<file path="src/rtl/part_product_accumulator.sv">
// Multi-cycle shift-add reduction of an NxN partial-product matrix into a 2N-bit product.
// One matrix is accepted per operation; one row is folded into the accumulator per cycle.
module part_product_accumulator #(
  parameter int N = 8
) (
  input  logic                  clk,
  input  logic                  rst_n,
  input  logic [N-1:0][N-1:0]   in_pp,
  input  logic                  in_valid,
  output logic                  in_ready,
  output logic [2*N-1:0]        product,
  output logic                  out_valid,
  input  logic                  out_ready,
  output logic                  busy
);

  localparam int CW = (N > 1) ? $clog2(N) : 1;

  typedef enum logic [1:0] {
    IDLE,
    ACC,
    DONE
  } state_t;

  state_t                r_state;
  state_t                w_next_state;
  logic [N-1:0][N-1:0]   r_matrix;
  logic [2*N-1:0]        r_acc;
  logic [CW-1:0]         r_cnt;
  logic                  r_busy;
  logic                  r_out_valid;
  logic                  w_last_row;
  logic                  w_accept;
  logic [2*N-1:0]        w_addend;

  assign w_last_row = (r_cnt == CW'(N - 1));
  assign w_accept   = in_valid && in_ready;
  assign w_addend   = {{N{1'b0}}, r_matrix[r_cnt]} << r_cnt;

  always_comb begin
    w_next_state = r_state;
    case (r_state)
      IDLE:    if (w_accept) w_next_state = ACC;
      ACC:     if (w_last_row) w_next_state = DONE;
      DONE:    if (out_ready) w_next_state = IDLE;
      default: w_next_state = IDLE;
    endcase
  end

  always_ff @(posedge clk) begin
    if (!rst_n) begin
      r_state     <= IDLE;
      r_busy      <= 1'b0;
      r_out_valid <= 1'b0;
    end else begin
      r_state     <= w_next_state;
      r_busy      <= (w_next_state == ACC);
      r_out_valid <= (w_next_state == DONE);
    end
  end

  // The counter stops on the last row so it never wraps within an operation.
  always_ff @(posedge clk) begin
    if (!rst_n) begin
      r_matrix <= '0;
      r_acc    <= '0;
      r_cnt    <= '0;
    end else begin
      case (r_state)
        IDLE: begin
          if (w_accept) begin
            r_matrix <= in_pp;
            r_acc    <= '0;
            r_cnt    <= '0;
          end
        end
        ACC: begin
          r_acc <= r_acc + w_addend;
          if (!w_last_row) r_cnt <= r_cnt + CW'(1);
        end
        default: ;
      endcase
    end
  end

  assign in_ready  = rst_n && (r_state == IDLE);
  assign product   = r_acc;
  assign out_valid = r_out_valid;
  assign busy      = r_busy;

endmodule

</file>
<file path="config.mk">
export PLATFORM = sky130hd
export DESIGN_NAME = part_product_accumulator
export DESIGN_NICKNAME = d
export VERILOG_FILES = /design/src/rtl/part_product_accumulator.sv
export SDC_FILE = /design/constraint.sdc
export NUM_CORES = 1
export LEC_CHECK = 0
export ABC_AREA = 1
export ABC_CLOCK_PERIOD_IN_PS = 2600
export BUFFER_PORTS_ARGS = -buffer_cell sky130_fd_sc_hd__buf_2
export CAP_MARGIN = 15
export CORE_MARGIN = 2
export CORE_UTILIZATION = 57
export DETAILED_ROUTE_END_ITERATION = 10
export PLACE_DENSITY = 0.89
export SLEW_MARGIN = 20
export SYNTH_ARGS = -nofsm -noshare
export SYNTH_HDL_FRONTEND = slang
export SYNTH_SLANG_ARGS = --single-unit
</file>
<file path="constraint.sdc">
create_clock -name clk -period 2.6 [get_ports clk]
set_input_delay 0.78 -clock clk [delete_from_list [all_inputs] [get_ports clk]]
set_output_delay 0.78 -clock clk [all_outputs]
set_load 0.01 [all_outputs]
</file>
==> results.yml, run 1 <==
outcome:
  status: "complete, no violations"
synthesis:
  avgSynthCellArea_um2: 6.41
  async_flop_share: 0
  synth_nets: 861
  ys_types: 31
  yosysSeqAreaShare: 0.351
  synth-seq-cells: 87
  syn_area_um2: 4970
  ys.flop_type: "dfxtp_1"
  syn_inst: 775
  yosysWarnings: 0
  synth_edf_count: 0
clock_network:
  cts_buffer_depth: 2
  cts.clk_slew.worst_paths_ps: 90
  cts_made_buffers: 9
  cts-root-buf: "clkbuf_8"
  clk_latency_ps: 370
  cts.sinks: 87
  htreeDepth: 3
  cts_tree: "built"
grt:
  grt_max_degree: 69
  grt_pass1_wl_um: 20500
  track_usage: 0.259
  grt-ovfl-total: 0
  grt_pass1_vias: 4594
  antenna_found_initial: 0
run:
  drv_cap: 0
layout:
  areaGrowthSynthToFinish_pct: 17.7
  diodes: 0
  finalNetCount: 934
  finalNonFillerCells: 961
  n_fill_cell: 732
  layout-drive-gt1-share: 0.193
timing:
  min_period_ps: 2550
  final-hold-violation-count: 0
  timing.hold.ws_ps: 459
  fin_worst_skew_ps: 10.4
  fmax_mhz: 393
  finalMaxSlewViolations: 0
  slew_headroom: 0.649
  worstMarginPinSlew_ps: 527
  min_period_over_period: 0.980
  rsz0062_at_grt: "true"
  setup-violations-final: 0
worst_setup_path:
  r2r_slack_ps: 50
  critPathMaxFanout: 21
  setup.worst_path.class: "register to register"
  end_kind: "register"
  ff2ff_path_depth: 17
  startpoint_type: "register"
  critPathRequiredTime_ps: 2850
  rr_endpoint: "product[10]"
  arrival_ps: 2800
  reg2reg_from: "r_cnt[0]"
die:
  die_w_um: 97.4
  fp.dieArea_um2: 9480
  die_h_um: 97.4
  ioPinCount: 87
  rows: 34
  start_util: 0.578
  core_um2: 8590
routing:
  vias: 5103
  first_iter_violations: 286
  wl_per_cell_um: 13.0
  routed_wl_um: 12500
  drt-pass1-iter-count: 5
  antenna_left: 0
  viasPerCell: 5.31
  drc: 0
placed_design:
  dpl.hpwl_um: 8810
  dp.cells: 942
  place.gp.congestion: 0.962
  numPortBuffers: 86
min_path:
  hold_class: "register to register"
  whs_path_depth: 2
  whs_endpoint: "r_matrix[27]"
  min_from: "r_matrix[27]"
power:
  total_power_mw: 3.05
  power.density_nw_per_um2: 521
  ir_drop_uv: 350
  leakage_nw: 2.83
[kinds of logic (layout without fill, tap and decap cells)]
group | Yosys count | in the layout | synth area share
DFF | 87 | 87 | 0.351
and+or+nand+nor | 342 | 342 | 0.290
adders and majority gates | 18 | 18 | 0.0469
buffers and inverters | 158 | 236 | 0.138
AOI/OAI and AO/OA | 170 | 170 | 0.175
[power breakdown]
part,switching (mW),leakage (nW),internal (mW)
Clock,0.513,0.0944,0.451
Combinational,0.386,2.02,0.250
Sequential,0.0338,0.715,1.41
[registers in the layout, indices dropped and copies added (netlist names)]
register / count
r_matrix: 64
product: 16
r_cnt: 3
r_state: 2
busy: 1
out_valid: 1
[worst max-delay path by stage]
stage | start | cells after the start | end | slack (ps)
CTS | r_cnt[0] | 22 | product[15] | 20
floorplan | r_cnt[1] | 15 | product[15] | 280
finish | r_cnt[0] | 17 | product[10] | 50
global placement | r_cnt[1] | 16 | product[14] | 40
detailed placement | r_cnt[0] | 19 | product[15] | -30
global route | r_cnt[0] | 20 | product[10] | -180
[cell type report]
class                   count  area [µm²]  area share
well taps                 108         135      0.0231
inverters                 115         442      0.0755
flip-flops and latches     87        1750       0.299
repair buffers            105         627       0.107
clock inverters             6        70.1      0.0120
multi-input cells         530        2700       0.462
clock buffers              10         128      0.0218
[cell usage after synthesis, types with 5 or more instances]
cell type | n | area [µm²]
nand3_1 | 80 | 400
buf_2 | 16 | 80.1
buf_4 | 5 | 37.5
nand2_1 | 216 | 811
inv_1 | 108 | 405
a21oi_1 | 95 | 475
clkbuf_1 | 12 | 45.0
buf_6 | 6 | 67.6
inv_2 | 5 | 18.8
nor2_1 | 29 | 109
o21ai_1 | 8 | 40.0
ha_1 | 17 | 213
dfxtp_1 | 87 | 1740
o21ai_0 | 62 | 310
[worst max-delay path: stages (launching register included)]
cell and delay, ps:
dfxtp_4 400, buf_16 170, nand2_1 70, nand3_1 120
nand3_2 110, nand4_1 130, nor2_1 120, ha_2 210
inv_1 60, fa_1 390, inv_1 110, nand2_1 80
nand3_2 110, nand2_1 110, nand2_1 70, nand2_1 60
nand3_1 70, a21oi_1 60
[metrics by stage]
stage / setup TNS, ps / worst slack [ps] / area [µm²] / util
floorplan: 0 / 284 / 4970 / -
global placement: 0 / 41.7 / 5430 / 0.631
detailed placement: -30.7 / -30.7 / 5430 / 0.631
CTS: 0 / 17.8 / 5670 / 0.660
global route: -1020 / -179 / 5850 / 0.681
finish: 0 / 52.4 / 5850 / 0.681
[cell usage in the layout, fill, tap and decap left out, drive strengths merged]
cell type / netlist / routed
nand3: 83 / 83
bufinv: 0 / 1
clkbuf: 13 / 11
a21o: 1 / 1
nor3: 3 / 3
fa: 1 / 1
inv: 115 / 116
dfxtp: 87 / 87
o211ai: 2 / 2
nand3b: 3 / 3
clkinvlp: 0 / 2
a21oi: 95 / 95
nand4: 3 / 3
clkinv: 0 / 2
ha: 17 / 17
o22ai: 1 / 1
o21ai: 70 / 70
nor2: 31 / 31
nand2: 216 / 216
a21boi: 1 / 1
buf: 30 / 104
or2: 3 / 3
[layer usage]
layer,global-route usage,part of all wire,vias to the layer above
li1,-,-,2621
met1,0.341,0.44,2245
met2,0.437,0.47,206
met3,0.0496,0.074,31
met4,0.0705,0.020,0
met5,0,0,-
[what timing repair did]
action                     in CTS  in global routing
hold buffers                    0                  0
pin swaps                       0                  1
setup buffers                   0                  1
cloned                          1                  1
resized for setup               7                 29
setup endpoints to repair       2                 13
Note: power is estimated with default switching activity, not from simulation.
==> run 2: changes to the inputs <==
- ABC_CLOCK_PERIOD_IN_PS: 2600 -> 2100
- CORE_UTILIZATION: 57 -> 51
- PLACE_DENSITY: 0.89 -> 0.85
- REMOVE_ABC_BUFFERS: not set -> 1
- clock period: 2.6 -> 2.1 ns (I/O delays scaled with it)
==> run 2 against run 1 <==
  * The flow now finishes with violations (setup timing)
  * Worst hold slack improved by 28 ps
  * Combinational power increased by 83%
  * Wire length increased by 33%
  * Sequential cell count unchanged
  * Core utilization increased by 6.3 points
  * Clock-buffer cell count unchanged
  * Global-route usage increased by 1.1 points
  * First-iteration DRC count increased by 56%
==> results.yml, run 2 (same netlist as run 1, synthesis figures left out) <==
worst_setup_path:
  critPathRequiredTime_ps: 2410
  end_kind: "register"
  r2r_slack_ps: -600
  setup.worst_path.class: "register to register"
  arrival_ps: 3010
  critPathMaxFanout: 14
  startpoint_type: "register"
clock_network:
  cts-root-buf: "clkbuf_8"
  cts_hold_buffers: 0
  cts.clk_slew.worst_paths_ps: 100
  clk_latency_ps: 370
  cts_made_buffers: 9
  htreeDepth: 3
  cts_tree: "built"
  cts_buffer_depth: 2
  cts.sinks: 87
layout:
  largest_reg_flops: 64
  finalNonFillerCells: 1079
  layout_common_cells: "165 x nand2_1, 104 x inv_1, 102 x buf_4"
  diodes: 0
  areaGrowthSynthToFinish_pct: 43.6
  finalNetCount: 1027
  registers.top_by_ff_count: "r_matrix"
  layout_commonest_cell: "nand2_1"
  layout-drive-gt1-share: 0.375
  fin_util: 0.743
power:
  power.density_nw_per_um2: 605
  p_comb_frac: 0.269
  p_clk_frac: 0.315
  ir_drop_uv: 588
  p_seq_frac: 0.416
  p_sw_frac: 0.317
  leakage_nw: 3.42
  p_int_mw: 2.95
  total_power_mw: 4.32
  p_sw_mw: 1.37
timing:
  slew_headroom: 0.693
  worstMarginPinSlew_ps: 461
  rsz0062_at_grt: "true"
  timing.final.ws_setup_ps: -604
  final-hold-violation-count: 0
  setup-violations-final: 15
  min_period_over_period: 1.29
  finalMaxSlewViolations: 0
  min_period_ps: 2700
  timing.hold.ws_ps: 487
  fmax_mhz: 370
  fin_worst_skew_ps: 8.18
grt:
  grt_pass1_vias: 5191
  antenna_found_initial: 0
  track_usage: 0.270
  grt_pass1_wl_um: 22800
  grt_max_degree: 65
  grt-ovfl-total: 0
run:
  drv_cap: 0
die:
  fp.dieArea_um2: 10500
  ioPinCount: 87
  core_um2: 9590
  die_w_um: 103
  start_util: 0.518
  die_h_um: 103
  rows: 36
placed_design:
  pre_cts_ws_ps: -467
  place.gp.congestion: 0.942
  dpl.hpwl_um: 9460
  numPortBuffers: 86
  dp.cells: 1056
routing:
  first_iter_violations: 445
  drc: 0
  viasPerCell: 5.43
  wl_per_cell_um: 15.4
  routed_wl_um: 16600
  vias: 5859
  drt-pass1-iter-count: 5
  antenna_left: 0
outcome:
  violations: "setup timing"
  status: "finished with violations"
min_path:
  hold_class: "register to register"
==> run 2: metal layers <==
layer | global-route usage | vias to the layer above | share of wire
met3 | 0.0502 | 62 | 0.062
met4 | 0.105 | 0 | 0.040
met2 | 0.467 | 289 | 0.51
li1 | - | 2810 | -
met1 | 0.333 | 2698 | 0.39
met5 | 0 | - | 0
==> run 2: power groups by stage <==
stage | logic, mW | clock network, mW | registers (mW)
floorplan | 0.453 | 0 | 1.83
global placement | 0.861 | 0 | 1.82
detailed placement | 0.885 | 0 | 1.82
CTS | 0.995 | 1.34 | 1.79
global route | 1.26 | 1.42 | 1.80
finish | 1.16 | 1.36 | 1.80
==> run 2: layout make-up <==
type	count	area [µm²]
Tap cell	133	166
Inverter	115	442
Fill cell	640	2460
Sequential cell	87	1750
Multi-Input combinational cell	530	3170
Timing Repair Buffer	198	1390
Clock buffer	10	128
Clock inverter	6	92.6
==> run 2: timing repair <==
action / CTS / global route
cloned: 1 / 1
resized for setup: 74 / 85
pin swaps: 27 / 26
buffers inserted: 4 / 1
endpoints found under the setup margin: 15 / 15
==> run 2: per-stage QoR <==
step,area (µm²),setup TNS [ps]
after floorplan,4720,-98810
after global placement,6180,-4890
after detailed placement,6180,-5560
after CTS,6750,-3510
after global routing,7130,-8970
final,7130,-6820
==> run 2: path summary, 6_finish.rpt <==
check,from,end,depth (start not counted)
worst max-delay path,r_cnt[0],product[9],19
worst min-delay path,r_matrix[39],r_matrix[39],2
worst min register to register,r_matrix[39],r_matrix[39],2
worst max register to register,r_cnt[0],product[9],19
==> run 2: worst max-delay path: stages (launching register included) <==
cell      delay (ps)
dfxtp_4          430
buf_6            190
nand2_1          100
o211ai_1         150
nand3_2          140
nand3_1          140
nand3_1          160
nand3_1          130
nand2_2           80
ha_4             250
nand2_4          100
inv_1             70
nand2_1           90
nand2_2           70
buf_4            130
inv_1             70
nand2_1           70
nand2_1           70
nand3_1           80
a21oi_1          130
==> run 3: changes to the inputs <==
- PLACE_DENSITY: 0.85 -> not set
- PLACE_DENSITY_LB_ADDON: not set -> 0.1
- RECOVER_POWER: not set -> 100
==> run 3 against run 2 <==
  * Sequential power hardly changed
  * Clock-buffer cell count decreased by 1
  * Wire length fell by 6.8%
  * Critical path type unchanged
  * Global-route usage increased by 1.7 points
  * The run still ends with setup timing left
  * Critical endpoint is now product[10]
  * First-iteration DRC count is 50% lower
  * Non-clock buffer count increased by 4
==> results.yml, run 3 (same netlist as run 1, synthesis figures left out) <==
routing:
  first_iter_violations: 221
  drc: 0
  vias: 5623
  drt-pass1-iter-count: 5
  antenna_left: 0
  routed_wl_um: 15500
  viasPerCell: 5.19
  wl_per_cell_um: 14.3
clock_network:
  cts.clk_slew.worst_paths_ps: 110
  cts_made_buffers: 9
  cts-root-buf: "clkbuf_8"
  cts_tree: "built"
  htreeDepth: 3
  cts_buffer_depth: 2
  clk_latency_ps: 370
  cts.sinks: 87
layout:
  registers.top_by_ff_count: "r_matrix"
  diodes: 0
  layout-drive-gt1-share: 0.416
  layout_common_cells: "143 x nand2_1, 105 x buf_4, 98 x inv_1"
  largest_reg_flops: 64
  finalNetCount: 1031
  finalNonFillerCells: 1083
  layout_commonest_cell: "nand2_1"
  n_fill_cell: 799
  areaGrowthSynthToFinish_pct: 46.8
min_path:
  whs_path_depth: 2
  hold_class: "register to register"
  min_from: "r_matrix[39]"
  whs_endpoint: "r_matrix[39]"
worst_setup_path:
  reg2reg_from: "r_cnt[0]"
  crit_chain: "buf_12 > buf_16 > nand2_4 > o211ai_2 > nand3_4 > nand4_1 > nor2_1 > ha_2 > inv_2 > fa_2 > inv_2 > nand2_2 > nand3_4 > nand2_2 > nand2_1 > nand2_1 > nand3_2 > a21oi_2"
  rr_endpoint: "product[10]"
  worst_path_max_delay_cell: "dfxtp_4"
  cp_top_family: "simple AND/OR/NAND/NOR gates"
  setup.worst_path.class: "register to register"
  critPathMaxFanout: 6
  ff2ff_path_depth: 18
  slowest_delay_ps: 400
  path_buf_inv: 4
  r2r_slack_ps: -490
  arrival_ps: 2860
  end_kind: "register"
  startpoint_type: "register"
  critPathRequiredTime_ps: 2360
outcome:
  status: "finished with violations"
  violations: "setup timing"
power:
  p_sw_mw: 1.37
  p_seq_frac: 0.413
  ir_drop_uv: 494
  p_int_mw: 2.98
  power.density_nw_per_um2: 596
  p_clk_frac: 0.317
  p_sw_frac: 0.315
  leakage_nw: 3.42
  p_comb_frac: 0.270
  total_power_mw: 4.35
grt:
  track_usage: 0.287
  antenna_found_initial: 0
  grt_pass1_vias: 5278
  grt_pass1_wl_um: 24000
  grt_max_degree: 70
  grt-ovfl-total: 0
die:
  die_h_um: 103
  ioPinCount: 87
  fp.dieArea_um2: 10500
  rows: 36
  die_w_um: 103
  core_um2: 9590
  start_util: 0.518
timing:
  min_period_over_period: 1.24
  finalMaxSlewViolations: 0
  timing.final.ws_setup_ps: -494
  min_period_ps: 2590
  timing.hold.ws_ps: 505
  rsz0062_at_grt: "true"
  fin_worst_skew_ps: 14.7
  final-hold-violation-count: 0
  slew_headroom: 0.458
  worstMarginPinSlew_ps: 811
  fmax_mhz: 385
  setup-violations-final: 46
placed_design:
  numPortBuffers: 86
  place.gp.congestion: 0.892
  dpl.hpwl_um: 10000
  pre_cts_ws_ps: -489
  dp.cells: 1049
run:
  drv_cap: 0
## run 3: tightest hold or removal path, cell delays in order, from the launching register on
cell,delay [ps]
dfxtp_1,340
nand2_1,70
a21oi_1,60
## run 3: cell type report
type,instances,area (µm²),share of cell area
inverter,115,439,0.0602
sequential,87,1750,0.240
tap,133,166,0.0228
multi-input combinational,530,3280,0.450
clock inverter,7,103,0.0141
timing repair buffer,202,1430,0.196
clock buffer,9,124,0.0170
## run 3: per-stage QoR
step	area, µm²	utilization	setup TNS (ps)
global placement	6100	0.636	-4770
global route	7290	0.760	-14400
finish	7290	0.760	-6660
detailed placement	6100	0.636	-5290
CTS	6860	0.715	-4510
floorplan	4720	-	-98810
## run 3: power groups by stage
| stage | clock network (mW) | logic (mW) | registers, mW |
|---|---|---|---|
| floorplan | 0 | 0.453 | 1.83 |
| global placement | 0 | 0.844 | 1.82 |
| detailed placement | 0 | 0.865 | 1.83 |
| CTS | 1.39 | 1.01 | 1.79 |
| global route | 1.45 | 1.28 | 1.80 |
| finish | 1.38 | 1.17 | 1.79 |
## run 3: worst max path at each step
stage              from  cells after the start          end
6_report       r_cnt[0]                     18  product[10]
5_1_grt        r_cnt[0]                     17  product[10]
4_1_cts        r_cnt[0]                     20  product[14]
3_5_place_dp   r_cnt[1]                     18  product[13]
3_3_place_gp   r_cnt[1]                     18  product[13]
2_1_floorplan     rst_n                      7     r_cnt[1]
## run 3: what timing repair did
action,CTS,global route
pin swaps,71,49
gates resized for setup,102,103
setup buffers,9,6
cloned,2,1
endpoints found under the setup margin,15,15
hold buffers,0,0
## run 3: per-layer routing
layer / global-route usage / part of all wire
met1: 0.363 / 0.43
met2: 0.483 / 0.48
met3: 0.0522 / 0.045
met4: 0.114 / 0.038
met5: 0 / 0
